## src/rtl/bsg_1_to_n_tagged_fifo_counted.sv

```systemverilog
// One tagged input stream demultiplexed into num_out_p per-channel FIFOs with
// occupancy counts, almost-full flags, per-channel flush and optional
// unbuffered pass-through channels.
module bsg_1_to_n_tagged_fifo_counted #(
  parameter int                   width_p              = 8,
  parameter int                   num_out_p            = 1,
  parameter int                   els_p                = 2,
  parameter int                   almost_full_thresh_p = els_p - 1,
  parameter logic [num_out_p-1:0] unbuffered_mask_p    = '0,
  parameter int                   tag_width_lp         = (num_out_p > 1) ? $clog2(num_out_p) : 1,
  parameter int                   ptr_width_lp         = (els_p > 1) ? $clog2(els_p) : 1,
  parameter int                   count_width_lp       = $clog2(els_p + 1)
) (
  input  logic                                      clk_i,
  input  logic                                      reset_i,
  input  logic                                      v_i,
  input  logic [tag_width_lp-1:0]                   tag_i,
  input  logic [width_p-1:0]                        data_i,
  output logic                                      yumi_o,
  input  logic [num_out_p-1:0]                      flush_i,
  output logic [num_out_p-1:0]                      v_o,
  output logic [num_out_p-1:0][width_p-1:0]         data_o,
  input  logic [num_out_p-1:0]                      yumi_i,
  output logic [num_out_p-1:0][count_width_lp-1:0]  count_o,
  output logic [num_out_p-1:0]                      almost_full_o
);

  logic [num_out_p-1:0] sel;
  logic [num_out_p-1:0] ready;

  // One-hot channel select; an out-of-range tag matches no channel.
  always_comb begin
    sel = '0;
    for (int unsigned i = 0; i < num_out_p; i++) begin
      sel[i] = v_i & (tag_i == tag_width_lp'(i));
    end
  end

  assign yumi_o = ~reset_i & |(sel & ready);

  for (genvar g = 0; g < num_out_p; g++) begin : ch
    if (unbuffered_mask_p[g]) begin : passthru
      assign ready[g]         = 1'b1;
      assign v_o[g]           = sel[g];
      assign data_o[g]        = data_i;
      assign count_o[g]       = '0;
      assign almost_full_o[g] = 1'b0;
    end else begin : buffered
      logic [width_p-1:0]        mem [els_p];
      logic [ptr_width_lp-1:0]   rptr;
      logic [ptr_width_lp-1:0]   wptr;
      logic [count_width_lp-1:0] count;
      logic                      full;
      logic                      empty;
      logic                      enq;
      logic                      deq;

      // Modulo-els_p increment so non-power-of-two depths never address past the array.
      function automatic logic [ptr_width_lp-1:0] ptr_inc(input logic [ptr_width_lp-1:0] p);
        return (p == ptr_width_lp'(els_p - 1)) ? '0 : p + ptr_width_lp'(1);
      endfunction

      assign full     = (count == count_width_lp'(els_p));
      assign empty    = (count == '0);
      assign ready[g] = ~full & ~flush_i[g];
      assign enq      = sel[g] & ready[g] & ~reset_i;
      assign deq      = yumi_i[g];

      // Pointer and occupancy update; reset and flush take priority over traffic.
      always_ff @(posedge clk_i) begin
        if (reset_i | flush_i[g]) begin
          rptr  <= '0;
          wptr  <= '0;
          count <= '0;
        end else begin
          if (enq) wptr <= ptr_inc(wptr);
          if (deq) rptr <= ptr_inc(rptr);
          if (enq & ~deq)      count <= count + count_width_lp'(1);
          else if (~enq & deq) count <= count - count_width_lp'(1);
        end
      end

      // Storage write; contents need no reset since count gates visibility.
      always_ff @(posedge clk_i) begin
        if (enq) mem[wptr] <= data_i;
      end

      assign v_o[g]           = ~empty;
      assign data_o[g]        = mem[rptr];
      assign count_o[g]       = count;
      assign almost_full_o[g] = (count >= count_width_lp'(almost_full_thresh_p));

      a_no_yumi_when_empty: assert property (@(posedge clk_i) disable iff (reset_i)
                                             yumi_i[g] |-> v_o[g]);
    end
  end

endmodule

```

## config.mk

```make
export PLATFORM = sky130hd
export DESIGN_NAME = bsg_1_to_n_tagged_fifo_counted
export DESIGN_NICKNAME = d
export VERILOG_FILES = /design/src/rtl/bsg_1_to_n_tagged_fifo_counted.sv
export SDC_FILE = /design/constraint.sdc
export NUM_CORES = 1
export LEC_CHECK = 0
export CORE_UTILIZATION = 43
export DETAILED_ROUTE_END_ITERATION = 8
export DONT_BUFFER_PORTS = 1
export SETUP_SLACK_MARGIN = 0.02
export SLEW_MARGIN = 10
export SYNTH_ARGS = -nofsm -noshare
export SYNTH_HDL_FRONTEND = slang
export SYNTH_SLANG_ARGS = --single-unit
```

## constraint.sdc

```tcl
create_clock -name clk_i -period 5.2 [get_ports clk_i]
set_input_delay 1.04 -clock clk_i [delete_from_list [all_inputs] [get_ports clk_i]]
set_output_delay 1.04 -clock clk_i [all_outputs]
set_load 0.01 [all_outputs]
```

# Yosys cells after proc, flatten, opt, wreduce, memory -nomap -nowiden
# Memory sizes are Yosys's and may differ from the RTL's. A register that Yosys moved wholly into a read port is not among the register bits.
# Cells that the tools add are included.
# W data, S select, Z words.
# totals
ramBits,16
word_cells,34
input_bits,14
n_memories,1
out_inout_bits,13
reg_bits,4
# op_classes
mux,8
addsub,4
eq_ne,1
bitwise_logic,14
order_cmp,1
n_reduce_logical,2
# mem_list
memory,words,word_bits,rd,rd_ports_with_merged_regs,wr,line,source
ch[0].buffered.mem,2,8,1,1,1,49,logic [width_p-1:0] mem [els_p];
# op_table
operator,count
$not A1 Y1,7
$and A1 B1 Y1,6
$mux W1,6
$mux W2,2
$add A1 B1 Y1 const B,2
$add A2 B1 Y2 const B,1
$eq A2 B2 Y1 const B,1
$ge A2 B1 Y1 const B,1
$logic_not A2 Y1,1
$reduce_bool A2 Y1,1
$sub A2 B1 Y2 const B,1
$or A1 B1 Y1,1

# Depth between registers and ports, before layout
# logic_depth
word_depth,9
depth_mapped,7

# Worst setup path before layout
# No wires, ideal clock.
# synth_timing
kind,input to output
startpoint,input port tag_i
endpoint,output port yumi_o
path_slack_ns,2.398
cell_stages,2
t_arrival_ns,1.762
t_required_ns,4.160
path_cell_list,or3b_4 > nor3_1
# synth_between
elab_chain_len,4
# synth_rtl
item,line,source
start: declaration,17,"input logic [tag_width_lp-1:0] tag_i,"
$not A1 Y1,35,sel[i] = v_i & (tag_i == tag_width_lp'(i));
$and A1 B1 Y1,35,
$and A1 B1 Y1 (2 in series),39,assign yumi_o = ~reset_i & |(sel & ready);
end: declaration,19,"output logic yumi_o,"
# No other way between the ends.

# Worst setup path in the final report
# Same ends and word-level chain as after synthesis.

==> run metrics <==
Mapped Area=~860 µm²; required time reported for the critical path endpoint=4160 ps; Filler cells=approximately 160; wire per inst=around 15 µm; arrival time worst endpoint=approximately 1800 ps; sequential cell area fraction in the yosys report=between 60% and 70%; die width=about 47 µm; Synth Area in Adders=under 10%; die footprint=2185 µm²; clock latency of the later-clocked register in the worst-skew pair=290 ps; IO Pins=27; antenna-violating nets left=0; area taken by multi-input logic gates=between 200 and 300 µm²; Most used DFF post-synth=sky130_fd_sc_hd__edfxtp_1; nature of the critical path endpoint=primary output; number of global-route vias before repair=426; Synth area leaders=sky130_fd_sc_hd__edfxtp_1 56%, sky130_fd_sc_hd__dfxtp_1 12%, sky130_fd_sc_hd__mux2_2 10%; XOR/XNOR Fraction of Synth Area=around 3%; cell class contributing the biggest share of worst-path delay=simple AND/OR/NAND/NOR gates; post-synthesis cell count=56; clock tree buffer depth=2; overflow left after global routing=0; number of DRC violations after detailed-routing iteration 0=8; placer's final routability congestion estimate=~0.64; initial core utilization=between 40% and 50%; CTS tree=built; All-Layer GR Usage=about an eighth; post-synthesis sequential element count=21; Synth Area in Compound Gates=under 10%; total wirelength of the detailed-routed design=~1.2 mm; final setup skew=4.215 ps; Worst Setup Path Type=input pin to primary output; Mapped Nets=73; distinct cell type count of the synthesized netlist=19; CTS root buf=sky130_fd_sc_hd__clkbuf_4; unrepaired setup endpoints after global routing=no; outcome=finished, final reports clean; remaining design rule violation count=0; cell type with the largest total area after synthesis=sky130_fd_sc_hd__edfxtp_1; Max-cap violations=0; most frequent cell after synthesis=sky130_fd_sc_hd__edfxtp_1; share of async-settable or async-resettable flops after synthesis=0%; post-layout minimum cycle time=2864 ps; YS warnings=0; worst min-delay path category=flop to flop; share of the clock period used by the worst path after layout=roughly 55%; count of buffers inserted at the top-level ports=0; die height=between 40 and 50 µm; Total Negative Setup Slacks=0 ps; leakage power total=0.3084 nW; total area of sequential cells=580.6 µm²; average instance area after synthesis=15.37 µm²; master of the slowest instance on the critical path=sky130_fd_sc_hd__or3b_4; Clock Sink Count=21; largest net degree at the start of global routing=14; Fmax=349.1 MHz; wire length of the first global-routing pass=about 1.8 mm; Fin. Hold Viols=0; vias after detailed routing=~420; buffer and inverter count on the worst path=0; sum of net half-perimeters after detailed placement=a little over 900 µm; Worst-Margin Slew=between 900 and 1000 ps; area growth from synthesis to final layout=5.523%; final slew viol count=0; number of enable-type register cells in the synthesized netlist=16; simple-gate portion of the synthesized area=8.285%; Post-CTS Setup Inserts=0; worst setup timing slack at the placement stage=between 2000 and 2500 ps; headroom to the max-slew limit=39.16%; synth cell count leaders=16 x sky130_fd_sc_hd__edfxtp_1, 8 x sky130_fd_sc_hd__mux2_2, 5 x sky130_fd_sc_hd__dfxtp_1, 5 x sky130_fd_sc_hd__nor3_1, 4 x sky130_fd_sc_hd__inv_1; setup slack of the critical path after layout=2336 ps; Critical Path Max Stage Delay=410 ps; CTS buffer count=3; Worst-path clk slew=110 ps; placement row count=15; Ant. Diodes=0; category of the worst setup path launch point=input pin; share of final-layout standard cells stronger than drive strength 1=26.79%; count of hold-fix buffers inserted at cts=0; launching element of the worst setup path=tag_i; CTS H-Tree Depth=1; top cell type's share of synthesized area=55.81%; antenna violations before repair=0; Post-layout nets=74; final worst hold slack=~550 ps; total of cells resized after clock tree synthesis=0; count of TritonRoute iterations in the first routing pass=4; Core Region=1802 µm²; startpoint of the most critical hold path=ch[0].buffered.rptr$_SDFFE_PP0P_; critical-path cell list=or3b_4, nor3_1; Worst VDD drop=0.1279 mV; launch instance of the worst register-to-register path=count_o[0]$_SDFFE_PP0P_; via count normalized by instance count=around 5; number of setup violations in the final report=0; multiplexer share of the synthesized area=11.77%; largest fanout on the critical path=4; power density of the placed cells=about 310 nW/µm²; dominant combinational cell family by area after synthesis=multiplexers
logic make-up (layout without fill, tap and decap cells):
| group | after synthesis | in the layout |
|---|---|---|
| xor gates and xnor gates | 3 | 3 |
| AOI/OAI and AO/OA | 1 | 1 |
| buffers and inverters | 8 | 8 |
| adders and majority gates | 3 | 3 |
| and+or+nand+nor | 11 | 11 |
| DFF | 21 | 21 |
| muxes | 9 | 9 |
sequential cells by signal, indices dropped and copies added (netlist names), named ones only:
register and cells:
ch.buffered.mem 16, ch.buffered.rptr 1, count_o 2, ch.buffered.wptr 1
stage by stage:
stage                     cells  power, mW  area [µm²]  utilization, %
after floorplan              56     0.2084       860.8               -
after CTS                    81     0.2833       908.4           50.42
after global placement       77     0.2077       878.3           48.75
after detailed placement     77     0.2084       878.3           48.75
after global routing         81     0.2933       908.4           50.42
final                        81     0.2785       908.4           50.42
placed cells by master, fill, tap and decap left out:
cell and instances:
sky130_fd_sc_hd__clkbuf_4 3, sky130_fd_sc_hd__ha_1 3, sky130_fd_sc_hd__nor3b_1 1, sky130_fd_sc_hd__nor4b_2 1, sky130_fd_sc_hd__mux2_1 1, sky130_fd_sc_hd__dfxtp_1 5
sky130_fd_sc_hd__edfxtp_1 16, sky130_fd_sc_hd__nand2_1 1, sky130_fd_sc_hd__nor3_1 5, sky130_fd_sc_hd__or3b_4 1, sky130_fd_sc_hd__o32ai_1 1, sky130_fd_sc_hd__xnor2_1 1
sky130_fd_sc_hd__inv_1 4, sky130_fd_sc_hd__and2b_2 1, sky130_fd_sc_hd__xor2_1 2, sky130_fd_sc_hd__or3_1 1, sky130_fd_sc_hd__mux2_2 8, sky130_fd_sc_hd__clkinvlp_4 1
metal layers:
layer  GRT usage, %  wire length, µm  share of wire [%]  vias to the layer above
met4          6.857               12                1.0                        0
met2          24.17              687                 57                       15
met1          10.05              400                 33                      198
met5              0                0                  0                        -
li1               -                -                  -                      201
met3          6.154               98                8.2                        2
power by group:
group,switching [mW],internal [mW]
registers,0.00327,0.184
clock network,0.0452,0.0292
logic,0.00887,0.00826
cell type report:
type,instances,area share (%)
multi-input cells,27,27.69
inverters,4,1.653
flip-flops and latches,21,63.91
well taps,25,3.444
clock inverters,1,0.8264
clock buffers,3,2.479
path summary, 6_finish.rpt:
path | depth (start not counted) | to | slack, ps
worst min register to register | 2 | ch[0].buffered.rptr$_SDFFE_PP0P_ | 550
worst max register to register | 7 | count_o[1]$_SDFFE_PP0P_ | 2780
worst max-delay path | 2 | yumi_o | 2340
worst min-delay path | 2 | ch[0].buffered.rptr$_SDFFE_PP0P_ | 550
Power figures use the tool's default switching activity.
